## src/rtl/wb_merge_buf_pkg.sv

```systemverilog
// Shared definitions for the writeback merge buffer.
// Holds the register address/data bus widths, the x0 address constant and a
// small helper that sizes index fields so they stay at least one bit wide.
package wb_merge_buf_pkg;

  localparam int REG_ADDR_BUS = 5;
  localparam int REG_DATA_BUS = 32;

  // Writes to this register are architecturally discarded.
  localparam logic [REG_ADDR_BUS-1:0] REG_X0 = '0;

  // Width of an index into n items, never narrower than one bit.
  function automatic int idx_w(input int n);
    return (n > 1) ? $clog2(n) : 1;
  endfunction

endpackage

```

## src/rtl/wb_merge_buf_if.sv

```systemverilog
// Bus bundle for wb_merge_buf.
// Group input side : in_valid/in_ready handshake plus per-lane in_we, in_waddr,
//                    in_wdata and in_num (program-order index).
// Regfile side     : rf_we, rf_waddr, rf_wdata, WPORTS wide.
// Forwarding side  : q_addr lookup with q_hit/q_data response; empty flag.
// master = producer/consumer around the buffer, slave = the buffer itself.
interface wb_merge_buf_if import wb_merge_buf_pkg::*; #(
  parameter int LANES  = 2,
  parameter int WPORTS = 1,
  parameter int AW     = REG_ADDR_BUS,
  parameter int DW     = REG_DATA_BUS
);
  localparam int NW = idx_w(LANES);

  logic                in_valid;
  logic                in_ready;
  logic [LANES-1:0]    in_we;
  logic [LANES*AW-1:0] in_waddr;
  logic [LANES*DW-1:0] in_wdata;
  logic [LANES*NW-1:0] in_num;

  logic [WPORTS-1:0]    rf_we;
  logic [WPORTS*AW-1:0] rf_waddr;
  logic [WPORTS*DW-1:0] rf_wdata;

  logic [AW-1:0] q_addr;
  logic          q_hit;
  logic [DW-1:0] q_data;
  logic          empty;

  modport master (
    output in_valid, in_we, in_waddr, in_wdata, in_num, q_addr,
    input  in_ready, rf_we, rf_waddr, rf_wdata, q_hit, q_data, empty
  );

  modport slave (
    input  in_valid, in_we, in_waddr, in_wdata, in_num, q_addr,
    output in_ready, rf_we, rf_waddr, rf_wdata, q_hit, q_data, empty
  );

endinterface

```

## src/rtl/wb_merge_buf_resolve.sv

```systemverilog
// wb_group_resolve: combinational squash and compaction of one issue group.
// Inputs : we/waddr/wdata/num per lane (num = program order, higher = younger).
// Outputs: surv_cnt survivors, packed into slots 0..surv_cnt-1 in ascending
//          program order (slot_vld/slot_addr/slot_data).
// A lane is squashed when it is disabled, targets x0, or a younger enabled
// lane of the same group writes the same register.
module wb_group_resolve import wb_merge_buf_pkg::*; #(
  parameter int  LANES = 2,
  parameter int  AW    = REG_ADDR_BUS,
  parameter int  DW    = REG_DATA_BUS,
  localparam int NW    = idx_w(LANES),
  localparam int CNTW  = $clog2(LANES + 1)
) (
  input  logic [LANES-1:0]    we,
  input  logic [LANES*AW-1:0] waddr,
  input  logic [LANES*DW-1:0] wdata,
  input  logic [LANES*NW-1:0] num,
  output logic [CNTW-1:0]     surv_cnt,
  output logic [LANES-1:0]    slot_vld,
  output logic [LANES*AW-1:0] slot_addr,
  output logic [LANES*DW-1:0] slot_data
);

  logic [LANES-1:0] surv;
  int               rank [LANES];
  int               cnt;

  always_comb begin
    surv = '0;
    for (int i = 0; i < LANES; i++) begin
      surv[i] = we[i] && (waddr[i*AW +: AW] != AW'(REG_X0));
      for (int j = 0; j < LANES; j++) begin
        if (j != i && we[j] &&
            waddr[j*AW +: AW] == waddr[i*AW +: AW] &&
            num[j*NW +: NW] > num[i*NW +: NW])
          surv[i] = 1'b0;
      end
    end
  end

  // Slot of a survivor = number of older survivors; num is unique so ranks
  // of survivors are dense and distinct.
  always_comb begin
    for (int i = 0; i < LANES; i++) begin
      rank[i] = 0;
      for (int j = 0; j < LANES; j++) begin
        if (surv[j] && num[j*NW +: NW] < num[i*NW +: NW])
          rank[i] = rank[i] + 1;
      end
    end
  end

  always_comb begin
    slot_vld  = '0;
    slot_addr = '0;
    slot_data = '0;
    cnt       = 0;
    for (int i = 0; i < LANES; i++) begin
      if (surv[i]) begin
        cnt = cnt + 1;
        slot_vld[rank[i]]             = 1'b1;
        slot_addr[rank[i]*AW +: AW]   = waddr[i*AW +: AW];
        slot_data[rank[i]*DW +: DW]   = wdata[i*DW +: DW];
      end
    end
    surv_cnt = CNTW'(cnt);
  end

endmodule

```

## src/rtl/wb_merge_buf.sv

```systemverilog
// wb_merge_buf: writeback merge buffer between execute and the regfile.
// Ports: clk, rst (synchronous, active-low) and bus (wb_merge_buf_if.slave):
//   in_*  : one issue group per in_valid & in_ready handshake
//   rf_*  : WPORTS regfile write ports, drained from the FIFO head every cycle
//   q_*   : youngest-match forwarding lookup over all pending entries
//   empty : FIFO holds no entries
// The interface instance must use the same LANES/WPORTS/AW/DW as this module.
module wb_merge_buf import wb_merge_buf_pkg::*; #(
  parameter int LANES  = 2,
  parameter int WPORTS = 1,
  parameter int DEPTH  = 4,
  parameter int AW     = REG_ADDR_BUS,
  parameter int DW     = REG_DATA_BUS
) (
  input logic          clk,
  input logic          rst,
  wb_merge_buf_if.slave bus
);

  localparam int PW   = idx_w(DEPTH);
  localparam int CW   = $clog2(DEPTH + 1);
  localparam int CNTW = $clog2(LANES + 1);

  logic [CW-1:0]    count;
  logic [PW-1:0]    head;
  logic [PW-1:0]    tail;
  logic [DEPTH-1:0] ent_vld;
  logic [AW-1:0]    ent_addr [DEPTH];
  logic [DW-1:0]    ent_data [DEPTH];

  logic                in_ready;
  logic                accept;
  logic [CNTW-1:0]     surv_cnt;
  logic [LANES-1:0]    slot_vld;
  logic [LANES*AW-1:0] slot_addr;
  logic [LANES*DW-1:0] slot_data;
  logic [PW-1:0]       eidx [LANES];

  logic [WPORTS-1:0]    pres;
  logic [PW-1:0]        pidx [WPORTS];
  int                   npop;
  logic [WPORTS-1:0]    rf_we;
  logic [WPORTS*AW-1:0] rf_waddr;
  logic [WPORTS*DW-1:0] rf_wdata;
  logic [WPORTS-1:0]    rf_x0;

  logic          q_hit;
  logic [DW-1:0] q_data;

  // Pointer arithmetic modulo DEPTH; DEPTH need not be a power of two.
  function automatic logic [PW-1:0] wrap(input int v);
    return PW'(v % DEPTH);
  endfunction

  wb_group_resolve #(
    .LANES (LANES),
    .AW    (AW),
    .DW    (DW)
  ) u_resolve (
    .we        (bus.in_we),
    .waddr     (bus.in_waddr),
    .wdata     (bus.in_wdata),
    .num       (bus.in_num),
    .surv_cnt  (surv_cnt),
    .slot_vld  (slot_vld),
    .slot_addr (slot_addr),
    .slot_data (slot_data)
  );

  // Readiness depends only on registered occupancy, so in_valid never
  // feeds back into in_ready.
  assign in_ready = (DEPTH - int'(count)) >= LANES;
  assign accept   = bus.in_valid && in_ready;

  always_comb begin
    for (int s = 0; s < LANES; s++)
      eidx[s] = wrap(int'(tail) + s);
  end

  always_comb begin
    pres = '0;
    npop = 0;
    for (int k = 0; k < WPORTS; k++) begin
      pidx[k] = wrap(int'(head) + k);
      pres[k] = k < int'(count);
      if (pres[k])
        npop = npop + 1;
    end
  end

  // A port whose address is rewritten by a younger port in the same cycle
  // is suppressed; the entry still pops.
  always_comb begin
    rf_we    = '0;
    rf_waddr = '0;
    rf_wdata = '0;
    for (int k = 0; k < WPORTS; k++) begin
      rf_waddr[k*AW +: AW] = ent_addr[pidx[k]];
      rf_wdata[k*DW +: DW] = ent_data[pidx[k]];
      rf_we[k]             = pres[k];
      for (int j = k + 1; j < WPORTS; j++) begin
        if (pres[j] && ent_addr[pidx[j]] == ent_addr[pidx[k]])
          rf_we[k] = 1'b0;
      end
    end
  end

  // Scan from head towards tail so the last match is the youngest.
  always_comb begin
    q_hit  = 1'b0;
    q_data = '0;
    for (int o = 0; o < DEPTH; o++) begin
      if (o < int'(count) && ent_vld[wrap(int'(head) + o)] &&
          ent_addr[wrap(int'(head) + o)] == bus.q_addr &&
          bus.q_addr != AW'(REG_X0)) begin
        q_hit  = 1'b1;
        q_data = ent_data[wrap(int'(head) + o)];
      end
    end
  end

  always_ff @(posedge clk) begin
    if (!rst) begin
      count   <= '0;
      head    <= '0;
      tail    <= '0;
      ent_vld <= '0;
    end else begin
      for (int k = 0; k < WPORTS; k++) begin
        if (pres[k])
          ent_vld[pidx[k]] <= 1'b0;
      end
      // Enqueue slots are free slots, so they never collide with pops.
      if (accept) begin
        for (int s = 0; s < LANES; s++) begin
          if (slot_vld[s])
            ent_vld[eidx[s]] <= 1'b1;
        end
        tail <= wrap(int'(tail) + int'(surv_cnt));
      end
      head  <= wrap(int'(head) + npop);
      count <= CW'(int'(count) + (accept ? int'(surv_cnt) : 0) - npop);
    end
  end

  always_ff @(posedge clk) begin
    if (accept) begin
      for (int s = 0; s < LANES; s++) begin
        if (slot_vld[s]) begin
          ent_addr[eidx[s]] <= slot_addr[s*AW +: AW];
          ent_data[eidx[s]] <= slot_data[s*DW +: DW];
        end
      end
    end
  end

  assign bus.in_ready = in_ready;
  assign bus.rf_we    = rf_we;
  assign bus.rf_waddr = rf_waddr;
  assign bus.rf_wdata = rf_wdata;
  assign bus.q_hit    = q_hit;
  assign bus.q_data   = q_data;
  assign bus.empty    = (count == '0);

  always_comb begin
    for (int k = 0; k < WPORTS; k++)
      rf_x0[k] = rf_we[k] && (rf_waddr[k*AW +: AW] == AW'(REG_X0));
  end

  a_count_bound: assert property (@(posedge clk) disable iff (!rst)
    int'(count) <= DEPTH);

  a_no_x0_write: assert property (@(posedge clk) disable iff (!rst)
    rf_x0 == '0);

  a_stall_holds: assert property (@(posedge clk) disable iff (!rst)
    (bus.in_valid && !in_ready) |=> (tail == $past(tail)));

endmodule

```

## src/flat_wrapper.sv

```systemverilog
// flat-port wrapper written by rule: the top's interface ports become plain ports
module wb_merge_buf_flat import wb_merge_buf_pkg::*;
#(
  parameter int LANES  = 2,
  parameter int WPORTS = 1,
  parameter int DEPTH  = 4,
  parameter int AW     = REG_ADDR_BUS,
  parameter int DW     = REG_DATA_BUS
)
  (clk, rst, bus_in_valid, bus_in_we, bus_in_waddr, bus_in_wdata, bus_in_num, bus_q_addr, bus_in_ready, bus_rf_we, bus_rf_waddr, bus_rf_wdata, bus_q_hit, bus_q_data, bus_empty);
  wb_merge_buf_if #(.LANES(LANES), .WPORTS(WPORTS), .AW(AW), .DW(DW)) bus_i ();
  input logic clk;
  input logic rst;
  input wire logic [$bits(bus_i.in_valid)-1:0] bus_in_valid;
  input wire logic [$bits(bus_i.in_we)-1:0] bus_in_we;
  input wire logic [$bits(bus_i.in_waddr)-1:0] bus_in_waddr;
  input wire logic [$bits(bus_i.in_wdata)-1:0] bus_in_wdata;
  input wire logic [$bits(bus_i.in_num)-1:0] bus_in_num;
  input wire logic [$bits(bus_i.q_addr)-1:0] bus_q_addr;
  output wire logic [$bits(bus_i.in_ready)-1:0] bus_in_ready;
  output wire logic [$bits(bus_i.rf_we)-1:0] bus_rf_we;
  output wire logic [$bits(bus_i.rf_waddr)-1:0] bus_rf_waddr;
  output wire logic [$bits(bus_i.rf_wdata)-1:0] bus_rf_wdata;
  output wire logic [$bits(bus_i.q_hit)-1:0] bus_q_hit;
  output wire logic [$bits(bus_i.q_data)-1:0] bus_q_data;
  output wire logic [$bits(bus_i.empty)-1:0] bus_empty;
  assign bus_i.in_valid = bus_in_valid;
  assign bus_i.in_we = bus_in_we;
  assign bus_i.in_waddr = bus_in_waddr;
  assign bus_i.in_wdata = bus_in_wdata;
  assign bus_i.in_num = bus_in_num;
  assign bus_i.q_addr = bus_q_addr;
  assign bus_in_ready = bus_i.in_ready;
  assign bus_rf_we = bus_i.rf_we;
  assign bus_rf_waddr = bus_i.rf_waddr;
  assign bus_rf_wdata = bus_i.rf_wdata;
  assign bus_q_hit = bus_i.q_hit;
  assign bus_q_data = bus_i.q_data;
  assign bus_empty = bus_i.empty;
  wb_merge_buf #(.LANES(LANES), .WPORTS(WPORTS), .DEPTH(DEPTH), .AW(AW), .DW(DW)) u_core (.clk(clk), .rst(rst), .bus(bus_i));
endmodule
```

## config.mk

```make
export PLATFORM = sky130hd
export DESIGN_NAME = wb_merge_buf_flat
export DESIGN_NICKNAME = d
export VERILOG_FILES = /design/src/rtl/wb_merge_buf_pkg.sv /design/src/rtl/wb_merge_buf_if.sv /design/src/rtl/wb_merge_buf_resolve.sv /design/src/rtl/wb_merge_buf.sv /design/src/flat_wrapper.sv
export SDC_FILE = /design/constraint.sdc
export NUM_CORES = 1
export LEC_CHECK = 0
export BUFFER_PORTS_ARGS = -buffer_cell sky130_fd_sc_hd__buf_2
export CORE_MARGIN = 3
export CORE_UTILIZATION = 60
export DETAILED_ROUTE_END_ITERATION = 16
export PLACE_DENSITY = 0.82
export RECOVER_POWER = 50
export SLEW_MARGIN = 20
export SYNTH_ARGS = -nofsm -noshare
export SYNTH_HDL_FRONTEND = slang
export SYNTH_SLANG_ARGS = --single-unit
```

## constraint.sdc

```tcl
create_clock -name clk -period 15.1 [get_ports clk]
set_input_delay 3.02 -clock clk [delete_from_list [all_inputs] [get_ports clk]]
set_output_delay 3.02 -clock clk [all_outputs]
set_load 0.02 [all_outputs]
```

# --- After elaboration in Yosys (flattened, before gate mapping) ---
# Memory sizes are Yosys's and may differ from the RTL's. A register that Yosys moved wholly into a read port is not among the register bits.
# Index checks and enable logic that the tools add are counted.
totals:
  mem_count: 2
  out_inout_bits: 73
  ram_bits: 148
  elab_cells: 160
  in_bits: 86
  register_bits: 11
mem_list:
  columns: ["name", "words", "word_bits", "rd", "rd_clocked_by_memory_dff", "write_ports", "line", "source"]
  rows:
  - ["u_core.ent_data", 4, 32, 4, 1, 2, "wb_merge_buf.sv:29", "logic [DW-1:0] ent_data [DEPTH];"]
  - ["u_core.ent_addr", 4, 5, 4, 1, 2, "wb_merge_buf.sv:28", "logic [AW-1:0] ent_addr [DEPTH];"]
classes:
  reduce_logical: 32
  add_sub_neg: 16
  eq_ne: 6
  bitwise: 7
  muxes: 59
  n_mul: 2
  n_lt_le_gt_ge: 24
  shifts: 8
op_table:
  columns: ["operator", "n"]
  rows:
  - ["32-bit 2-to-1 mux", 6]
  - ["32-bit negation with 33-bit output", 4]
  - ["64-bit 2-to-1 mux", 2]
  - ["32-bit by 33-bit variable shift with 64-bit output, first input constant", 2]
  - ["32-bit by 33-bit indexed part select with 64-bit output", 2]
  - ["5-bit by 33-bit variable shift with 10-bit output, first input constant", 2]
  - ["5-bit by 33-bit indexed part select with 10-bit output", 2]
  - ["64-bit bitwise AND", 1]
  - ["64-bit bitwise mux", 1]
  - ["32-bit by 1-bit >= comparator with 1-bit output, second input constant", 2]
  - ["32-bit by 3-bit less-than comparator with 1-bit output, second input constant", 2]
  - ["32-bit by 4-bit multiplier with 32-bit output, second input constant", 2]
  - ["32-bit by 2-bit adder with 32-bit output, second input constant", 1]
  - ["32-bit by 3-bit >= comparator with 1-bit output, second input constant", 1]
  - ["5-bit == test", 6]
  - ["1-bit logical AND", 28]
  - ["4-bit 2-to-1 mux", 7]
  - ["1-bit 2-to-1 mux", 25]
  - ["10-bit 2-to-1 mux", 2]
  - ["2-bit by 3-bit less-than comparator with 1-bit output, second input constant", 6]
  - ["5-bit nonzero test", 3]
  - ["2-bit 2-to-1 mux", 6]
  - ["10-bit bitwise AND", 1]
  - ["10-bit bitwise mux", 1]
  - ["21 further kinds", 39]

# --- Depth between registers and ports, before layout ---
# Gate-level depths: netlist of the first run.
logic_depth:
  word_depth: 21
  depth_mapped: 16
  ltp_nobuf: 12

# --- Cells and area by module ---
# Synthesis of the first run repeated with hierarchy kept, for this count alone.
unflattened:
  hier_cells: 1145
  area_unflattened_um2: 13038.8
by_module_without_submodules:
  columns: ["module", "cells_per_inst", "area_per_inst_um2", "instances"]
  rows:
  - ["wb_merge_buf", 980, 11937.7, 1]
  - ["wb_group_resolve", 165, 1101.1, 1]

# --- Worst setup path before layout of the first run ---
# No wires, ideal clock.
synth_path:
  kind: "in2out"
  startpoint: "input bus_q_addr[1]"
  endpoint: "output bus_q_data[10]"
  stages: 7
  required_time_ps: 12080
  slack_ps: 6786
  path_buffers: 2
  arrival_time_ps: 5294
  cell_sequence: "clkbuf_1 > or4_1 > o221a_2 > a311oi_2 > buf_2 > a22oi_1 > a211oi_1"
synth_between:
  elab_chain_cells: 7
  elab_cells_between_ends: 17
  classes_between: "eq/ne (4); mux (4); reduce/logical (9)"
synth_rtl:
  columns: ["item", "line", "source"]
  rows:
  - ["start, declared", "flat_wrapper.sv:19", "input wire logic [$bits(bus_i.q_addr)-1:0] bus_q_addr;"]
  - ["5-bit == test", "wb_merge_buf.sv:114", "ent_addr[wrap(int'(head) + o)] == bus.q_addr &&"]
  - ["1-bit logical AND", "wb_merge_buf.sv:113", "if (o < int'(count) && ent_vld[wrap(int'(head) + o)] &&"]
  - ["1-bit logical AND", "wb_merge_buf.sv:114", null]
  - ["32-bit 2-to-1 mux (3 in a row)", "wb_merge_buf.sv:113", null]
  - ["32-bit 2-to-1 mux *", "wb_merge_buf.sv:113", null]
  - ["end, declared", "flat_wrapper.sv:25", "output wire logic [$bits(bus_i.q_data)-1:0] bus_q_data;"]
# Every way passes the cells marked *; elsewhere a longest branch is shown, timed or not.

# --- Final worst setup path of the first run ---
layout_path:
  startpoint: "register u_core.head[0]"
  endpoint: "output bus_q_data[30]"
layout_between:
  elab_chain_cells: 9
  elab_cells_between_ends: 32
  classes_between: "add/sub (3); eq/ne (3); mux (12); reduce/logical (12); memory (2)"
layout_rtl:
  columns: ["item", "line", "source"]
  rows:
  - ["start, declared", "wb_merge_buf.sv:25", "logic [PW-1:0] head;"]
  - ["start signal, assigned", "wb_merge_buf.sv:141", "head <= wrap(int'(head) + npop);"]
  - ["branches (longest 8 deep; another with memory 4 x 5 bit)", null, null]
  - ["32-bit 2-to-1 mux *", "wb_merge_buf.sv:113", null]
# Mark *: on every way between the ends. The select of a mux whose other input is x is not followed.

==> results.py, run 1 <==
metrics = {
    "worst_setup_path": {
        "startpoint_type": "flop",
        "startpoint": "u_core.head[0]",
        "endpoint_kind": "output port",
        "timing.rr.start": "u_core.count[1]",
        "setup.worst_path.end": "bus_q_data[30]",
        "cp.arrival_ns": 7.12,
        "cp_max_fo": 66,
        "reg2reg_depth": 11,
        "r2r_slack_ns": 9.12,
        "criticalPathCategory": "flop to output port",
        "r2r-end": "u_core.ent_data[3][23]",
        "required_ns": 12.08,
    },
    "finish": {
        "multi_input_area_um2": 7540,
        "post-route-util_pct": 68.9,
        "fillerInstances": 1426,
        "area_growth_pct": 11.1,
        "nets": 1144,
        "seqCellArea_um2": 4670,
        "layout-drive-gt1-share_pct": 33.6,
    },
    "floorplanning": {
        "initial_core_util_pct": 62.0,
        "design.die.area_um2": 23000,
        "io-pin-count": 159,
        "coreArea_um2": 20600,
        "die_w_um": 152,
        "core.rowCount": 52,
        "die_h_um": 152,
    },
    "timing": {
        "slew_violations": 343,
        "relSlewSlack_pct": -205,
        "finalClockSkew_ns": 0.00792,
        "setup_violations": 0,
        "period_needed_ns": 10.14,
        "period_share_pct": 67.2,
        "max_freq_mhz": 98.6,
        "rsz0062_at_grt": "no",
        "hold_viol": 0,
        "tns_ns": 0,
        "tightest_slew_ns": 4.57,
    },
    "pwr": {
        "p_leak_nw": 5.84,
        "powerDensity_nw_per_um2": 163,
        "p_int_mw": 1.45,
        "combPwrFrac_pct": 52.3,
        "p_sw_share_pct": 37.3,
        "switchingPower_mw": 0.862,
        "clock_power_share_pct": 19.6,
        "power_frac_seq_pct": 28.1,
        "ir_drop_v": 0.000104,
    },
    "clock_tree": {
        "worstSkewPairLatency_ns": 0.44,
        "holdBufCountCts": 0,
        "cts_buffers": 17,
        "path_clk_slew_ns": 0.06,
        "clockBufferDepth": 2,
        "cts_resized": 0,
        "cts_tree": "yes",
        "cts_sinks": 159,
        "post-cts-setup-buffers": 0,
        "htreeDepth": 4,
        "clk_root_buffer_cell": "clkbuf_16",
    },
    "yosys": {
        "synth_top_family_by_area": "multiplexers",
        "async_flop_share_pct": 0,
        "synth_seq_area_share_pct": 36.6,
        "synth_top_area_share_pct": 34.9,
        "ys_ff_latch": 159,
        "netlist_instances": 944,
        "yosysUniqueCellTypes": 57,
        "synth_ff_type": "edfxtp_1",
        "synth_fa_ha_area_share_pct": 1.33,
        "yosys.area_share.simple_pct": 6.05,
        "synthMostInstantiatedCell": "mux2i_1",
        "yosysWarningCount": 0,
        "yosys.area.top_type": "edfxtp_1",
        "avgSynthCellArea_um2": 13.5,
        "synth.net_count": 1043,
        "muxShareOfSynthArea_pct": 38.3,
        "synth_compound_area_share_pct": 10.5,
        "synth_area_um2": 12800,
        "synth_commonest_cells": "mux2i_1 (155), edfxtp_1 (148), mux4_2 (147), a22oi_1 (83), buf_2 (44)",
        "synth_area_leaders": "edfxtp_1 (35%), mux4_2 (26%), mux2i_1 (12%)",
        "synth_edf_count": 148,
        "synth_xor_area_share_pct": 2.51,
    },
    "status": {
        "status": "complete, but fails checks",
        "violations": "max-capacitance violations, max-slew violations",
    },
    "place": {
        "numPortBuffers": 158,
        "dp_hpwl_um": 22100,
        "place_congestion": 0.868,
    },
    "drt": {
        "vias": 9846,
        "via_per_inst": 7.41,
        "drt_first_pass_iters": 6,
        "route.detailed.drc": 0,
        "wirelength_um": 35400,
        "first_iter_violations": 1125,
        "antenna_left": 0,
        "wire_per_inst_um": 26.6,
    },
    "grt": {
        "antenna_found_initial": 1,
        "grt_pass1_vias": 9569,
        "grt_max_degree": 68,
        "overflow": 0,
        "grt_pass1_wl_um": 54200,
        "track_usage_pct": 31.3,
    },
    "hold_path": {
        "hold_path.class": "flop to flop",
        "hp-start": "u_core.ent_vld[1]",
    },
    "flow_run": {
        "cap_viol_max_count": 9,
    },
}
[worst max-delay path: stages (launching register included)]
cell and delay, ns:
dfxtp_1 1.12, clkbuf_1 3.27, buf_6 0.81, mux4_2 0.41
nand3_1 0.07, or3_1 0.32, o2111ai_1 0.30, o211a_1 0.20
buf_2 0.16
[cells in the final DEF, fill, tap and decap left out, drive strengths merged, types with 12 or more instances in the layout]
| cell | count |
|---|---|
| o2111ai | 19 |
| o211a | 19 |
| edfxtp | 148 |
| nand2 | 30 |
| xor2 | 12 |
| mux4 | 148 |
| nand4 | 22 |
| inv | 28 |
| xnor2 | 22 |
| clkbuf | 42 |
| buf | 160 |
| nor3 | 17 |
| a22oi | 83 |
| ha | 12 |
| a211oi | 13 |
| nand2b | 20 |
| nor2 | 21 |
| mux2i | 155 |
[state kept, by name, summed over array words and instances, names as in the netlist]
register / count
u_core.ent_data: 128
u_core.head: 2
u_core.count: 3
u_core.tail: 2
u_core.ent_vld: 4
u_core.ent_addr: 20
[power by group through the flow]
stage,logic (mW),registers [mW],clock network (mW)
finish,1.21,0.650,0.452
global route,1.30,0.659,0.473
CTS,1.20,0.645,0.451
detailed placement,1.19,0.652,0
global placement,1.17,0.643,0
floorplan,0.962,0.616,0
[how the worst min path moves through the flow]
stage	to	slack (ns)	cells past startpoint
4_1_cts	u_core.ent_vld[0]	0.54	2
3_5_place_dp	u_core.tail[1]	0.54	2
6_report	u_core.ent_vld[1]	0.55	2
2_1_floorplan	u_core.ent_vld[2]	0.49	2
3_3_place_gp	u_core.tail[0]	0.51	2
5_1_grt	u_core.ent_vld[3]	0.56	2
[final cells by class]
class / count / share of cell area [%]
clock buffers: 25 / 3.36
diodes: 1 / 0.0177
repair buffers: 177 / 6.36
well taps: 270 / 2.38
inverters: 29 / 0.768
flip-flops and latches: 159 / 32.9
multi-input cells: 661 / 53.2
clock inverters: 7 / 0.962
[metal layers]
metal | vias to the layer above | track usage [%] | part of all wire [%]
met4 | 2 | 11.9 | 3.3
met2 | 774 | 50.7 | 49
met5 | - | 0 | 0.056
met3 | 100 | 6.54 | 13
met1 | 4829 | 42.2 | 35
li1 | 4141 | - | -
[kinds of logic (layout without fill, tap and decap cells)]
| kind of cell | count (synthesis) | count (layout) |
|---|---|---|
| muxes | 303 | 303 |
| AOI/OAI and AO/OA | 171 | 171 |
| DFF | 159 | 159 |
| and+or+nand+nor | 140 | 140 |
| buffers and inverters | 124 | 238 |
| xor gates and xnor gates | 34 | 34 |
| adders and majority gates | 13 | 13 |
| other | 0 | 1 |
[metrics by stage]
step | total power, mW | setup slack, ns | hold slack, ns | instance area [um2] | std cells
2_1_floorplan | 1.58 | 6.79 | 0.486 | 12800 | 944
3_3_place_gp | 1.81 | 6.16 | 0.514 | 13600 | 1296
3_5_place_dp | 1.84 | 5.98 | 0.535 | 13600 | 1296
4_1_cts | 2.29 | 5.98 | 0.544 | 14300 | 1328
5_1_grt | 2.43 | 3.92 | 0.559 | 14200 | 1328
6_report | 2.31 | 4.96 | 0.546 | 14200 | 1329
(Power assumes the default switching activity.)
==> run 2, diff against run 1 <==
- ABC_AREA: not set -> 1
- CORE_UTILIZATION: 60 -> 55
- PLACE_DENSITY: 0.82 -> 0.79
- clock period: 15.1 -> 9.31 ns (I/O delays scaled with it)
==> run 2 against run 1 <==
Against the previous run: the run still ends with max-capacitance violations, max-slew violations left; register-to-register slack got worse by 4.1 ns; final cell count rose by 90%; area after synthesis rose by 8.0%; cell area rose by 5.6%; sequential cell count did not move; via count rose by 54%; clock power rose by 62%; power rose by 71%; combinational power rose by 83%; sequential power rose by 54%; critical path type unchanged; largest cell class unchanged.
==> results.py, run 2 <==
metrics = {
    "hold_path": {
        "holdPathStages": 4,
        "hold_path.class": "flop to flop",
        "min_to": "u_core.ent_vld[1]",
        "hp-start": "u_core.ent_vld[1]",
    },
    "clock_tree": {
        "cts_tree": "yes",
        "cts_sinks": 159,
        "clockBufferDepth": 2,
        "path_clk_slew_ns": 0.06,
        "htreeDepth": 4,
        "cts_resized": 0,
        "worstSkewPairLatency_ns": 0.43,
        "holdBufCountCts": 0,
        "cts_buffers": 17,
        "post-cts-setup-buffers": 0,
        "clk_root_buffer_cell": "clkbuf_16",
    },
    "timing": {
        "slew_violations": 345,
        "rsz0062_at_grt": "no",
        "period_share_pct": 82.8,
        "hold-worst-slack_ns": 0.606,
        "tns_ns": 0,
        "hold_viol": 0,
        "period_needed_ns": 7.71,
        "max_freq_mhz": 130,
        "relSlewSlack_pct": -126,
        "setup_violations": 0,
        "finalClockSkew_ns": 0.0150,
        "setup_ws_ns": 1.60,
        "tightest_slew_ns": 3.39,
    },
    "finish": {
        "seqCellArea_um2": 4670,
        "area_growth_pct": 8.69,
        "largest_reg_flops": 128,
        "fin_area_um2": 15000,
        "post-route-util_pct": 61.2,
        "fillerInstances": 2218,
        "final_common_cell": "nand2_1",
        "num_antenna_cells": 0,
        "mostFrequentLayoutCells": "nand2_1 (857), o21ai_0 (205), nand3_1 (204), nand4_1 (182), nor2_1 (151)",
        "layout-drive-gt1-share_pct": 9.57,
        "fin_cells": 2519,
        "nets": 2281,
        "multi_input_area_um2": 7910,
    },
    "pwr": {
        "combPwrFrac_pct": 56.1,
        "p_int_mw": 1.97,
        "p_sw_share_pct": 50.2,
        "switchingPower_mw": 1.99,
        "power_mw": 3.96,
        "ir_drop_v": 0.000210,
        "powerDensity_nw_per_um2": 264,
        "p_leak_nw": 7.25,
        "clock_power_share_pct": 18.5,
        "power_frac_seq_pct": 25.4,
    },
    "flow_run": {
        "cap_viol_max_count": 6,
    },
    "yosys": {
        "synth_ff_type": "edfxtp_1",
        "ys_ff_latch": 159,
        "synthMostInstantiatedCell": "nand2_1",
        "async_flop_share_pct": 0,
        "synth_top_area_share_pct": 32.3,
        "synth_edf_count": 148,
        "avgSynthCellArea_um2": 6.40,
        "yosysUniqueCellTypes": 32,
        "synth_area_leaders": "edfxtp_1 (32%), nand2_1 (23%), nand4_1 (8.3%)",
        "yosysWarningCount": 0,
        "synth_commonest_cells": "nand2_1 (858), nand3_1 (204), o21ai_0 (199), nand4_1 (182), nor2_1 (153)",
        "synth.net_count": 2252,
        "synth_area_um2": 13800,
        "synth_seq_area_share_pct": 33.9,
        "netlist_instances": 2153,
        "yosys.area.top_type": "edfxtp_1",
    },
    "status": {
        "status": "complete, but fails checks",
        "violations": "max-capacitance violations, max-slew violations",
    },
    "drt": {
        "first_iter_violations": 2855,
        "top_layer": "met4",
        "via_per_inst": 6.02,
        "drt_first_pass_iters": 7,
        "wirelength_um": 45900,
        "route.met3.wl_um": 8010,
        "antenna_left": 0,
        "met1_length_um": 20500,
        "route.detailed.drc": 0,
        "dr_wl_met2_um": 17100,
        "wire_per_inst_um": 18.2,
        "vias": 15200,
    },
    "worst_setup_path": {
        "startpoint_type": "flop",
        "criticalPathCategory": "flop to output port",
        "cp_max_fo": 93,
        "r2r-end": "u_core.ent_data[3][5]",
        "cp.arrival_ns": 5.85,
        "required_ns": 7.45,
        "reg2reg_depth": 11,
        "endpoint_kind": "output port",
        "r2r_slack_ns": 5.03,
        "timing.rr.start": "u_core.count[0]",
    },
    "grt": {
        "grt_pass1_wl_um": 70900,
        "grt_pass1_vias": 12500,
        "overflow": 0,
        "grt_max_degree": 124,
        "antenna_found_initial": 0,
        "track_usage_pct": 33.3,
    },
    "floorplanning": {
        "die_w_um": 164,
        "initial_core_util_pct": 56.3,
        "io-pin-count": 159,
        "design.die.area_um2": 27000,
        "coreArea_um2": 24500,
        "die_h_um": 164,
        "core.rowCount": 57,
    },
    "place": {
        "pre_cts_slack_ns": 2.81,
        "place_area_um2": 14400,
        "dp.cells": 2487,
        "place_congestion": 0.944,
        "dp_hpwl_um": 32300,
        "numPortBuffers": 158,
    },
}
## run 2: cell count changes in the layout (fill, tap and decap cells not counted), moves of 16 or more
cell,delta
o211a_1,-19
a22oi_1,-83
inv_1,+73
nand2b_1,-20
nand2_1,+828
nor2_1,+130
nand4_1,+161
mux2i_1,-124
xnor2_1,-16
mux4_2,-147
o2111ai_1,-19
o21ai_1,+30
o21ai_0,+195
nand3_1,+201
## run 2: how the worst max path moves through the flow
stage                    from             end  slack, ns
3_3_place_gp   u_core.head[1]  bus_q_data[29]       2.93
3_5_place_dp   u_core.head[1]  bus_q_data[16]       2.81
5_1_grt        u_core.head[0]   bus_q_data[9]       0.97
4_1_cts        u_core.head[1]  bus_q_data[16]       2.35
6_report       u_core.head[0]  bus_q_data[16]       1.60
2_1_floorplan   bus_q_addr[4]  bus_q_data[11]       4.40
## run 2: layout make-up
class | count | share of cell area [%]
Multi-Input combinational cell | 1709 | 52.8
Sequential cell | 159 | 31.2
Timing Repair Buffer | 187 | 6.40
Clock buffer | 19 | 2.89
Inverter | 108 | 2.72
Tap cell | 324 | 2.71
Clock inverter | 13 | 1.25
## run 2: power by group through the flow
| stage | combinational [mW] | clock [mW] | sequential [mW] |
|---|---|---|---|
| after detailed placement | 2.17 | 0 | 1.01 |
| final | 2.22 | 0.732 | 1.00 |
| after CTS | 2.18 | 0.733 | 0.997 |
| after floorplan | 1.63 | 0 | 0.978 |
| after global routing | 2.46 | 0.759 | 1.01 |
| after global placement | 2.12 | 0 | 1.01 |
## run 2: kinds of logic after synthesis
logic type | count (synthesis) | synth area share (%)
compound gates | 242 | 8.84
xor+xnor | 10 | 0.636
fa+ha+maj | 13 | 1.24
buf+inv | 285 | 9.03
flops | 159 | 33.9
mux | 30 | 2.18
simple gates | 1414 | 44.2
## run 2: worst max-delay path: stages (launching register included)
cell and delay [ns]:
dfxtp_4 0.34, inv_2 0.05, clkbuf_1 2.37, nand2_1 0.34, nand3_1 0.25, nand2_1 0.08, nand2_1 0.06, nand2_1 0.06
nor2_2 0.11, buf_4 0.33, nand3_2 0.68, nand3_1 0.30, nand3_1 0.09, nand2_1 0.09, nand2_1 0.07, buf_2 0.17
## run 2: layer usage
| metal | track usage (%) | vias to the layer above |
|---|---|---|
| li1 | - | 7278 |
| met1 | 56.9 | 6676 |
| met2 | 41.2 | 1160 |
| met3 | 9.76 | 48 |
| met4 | 3.69 | 0 |
| met5 | 0 | - |
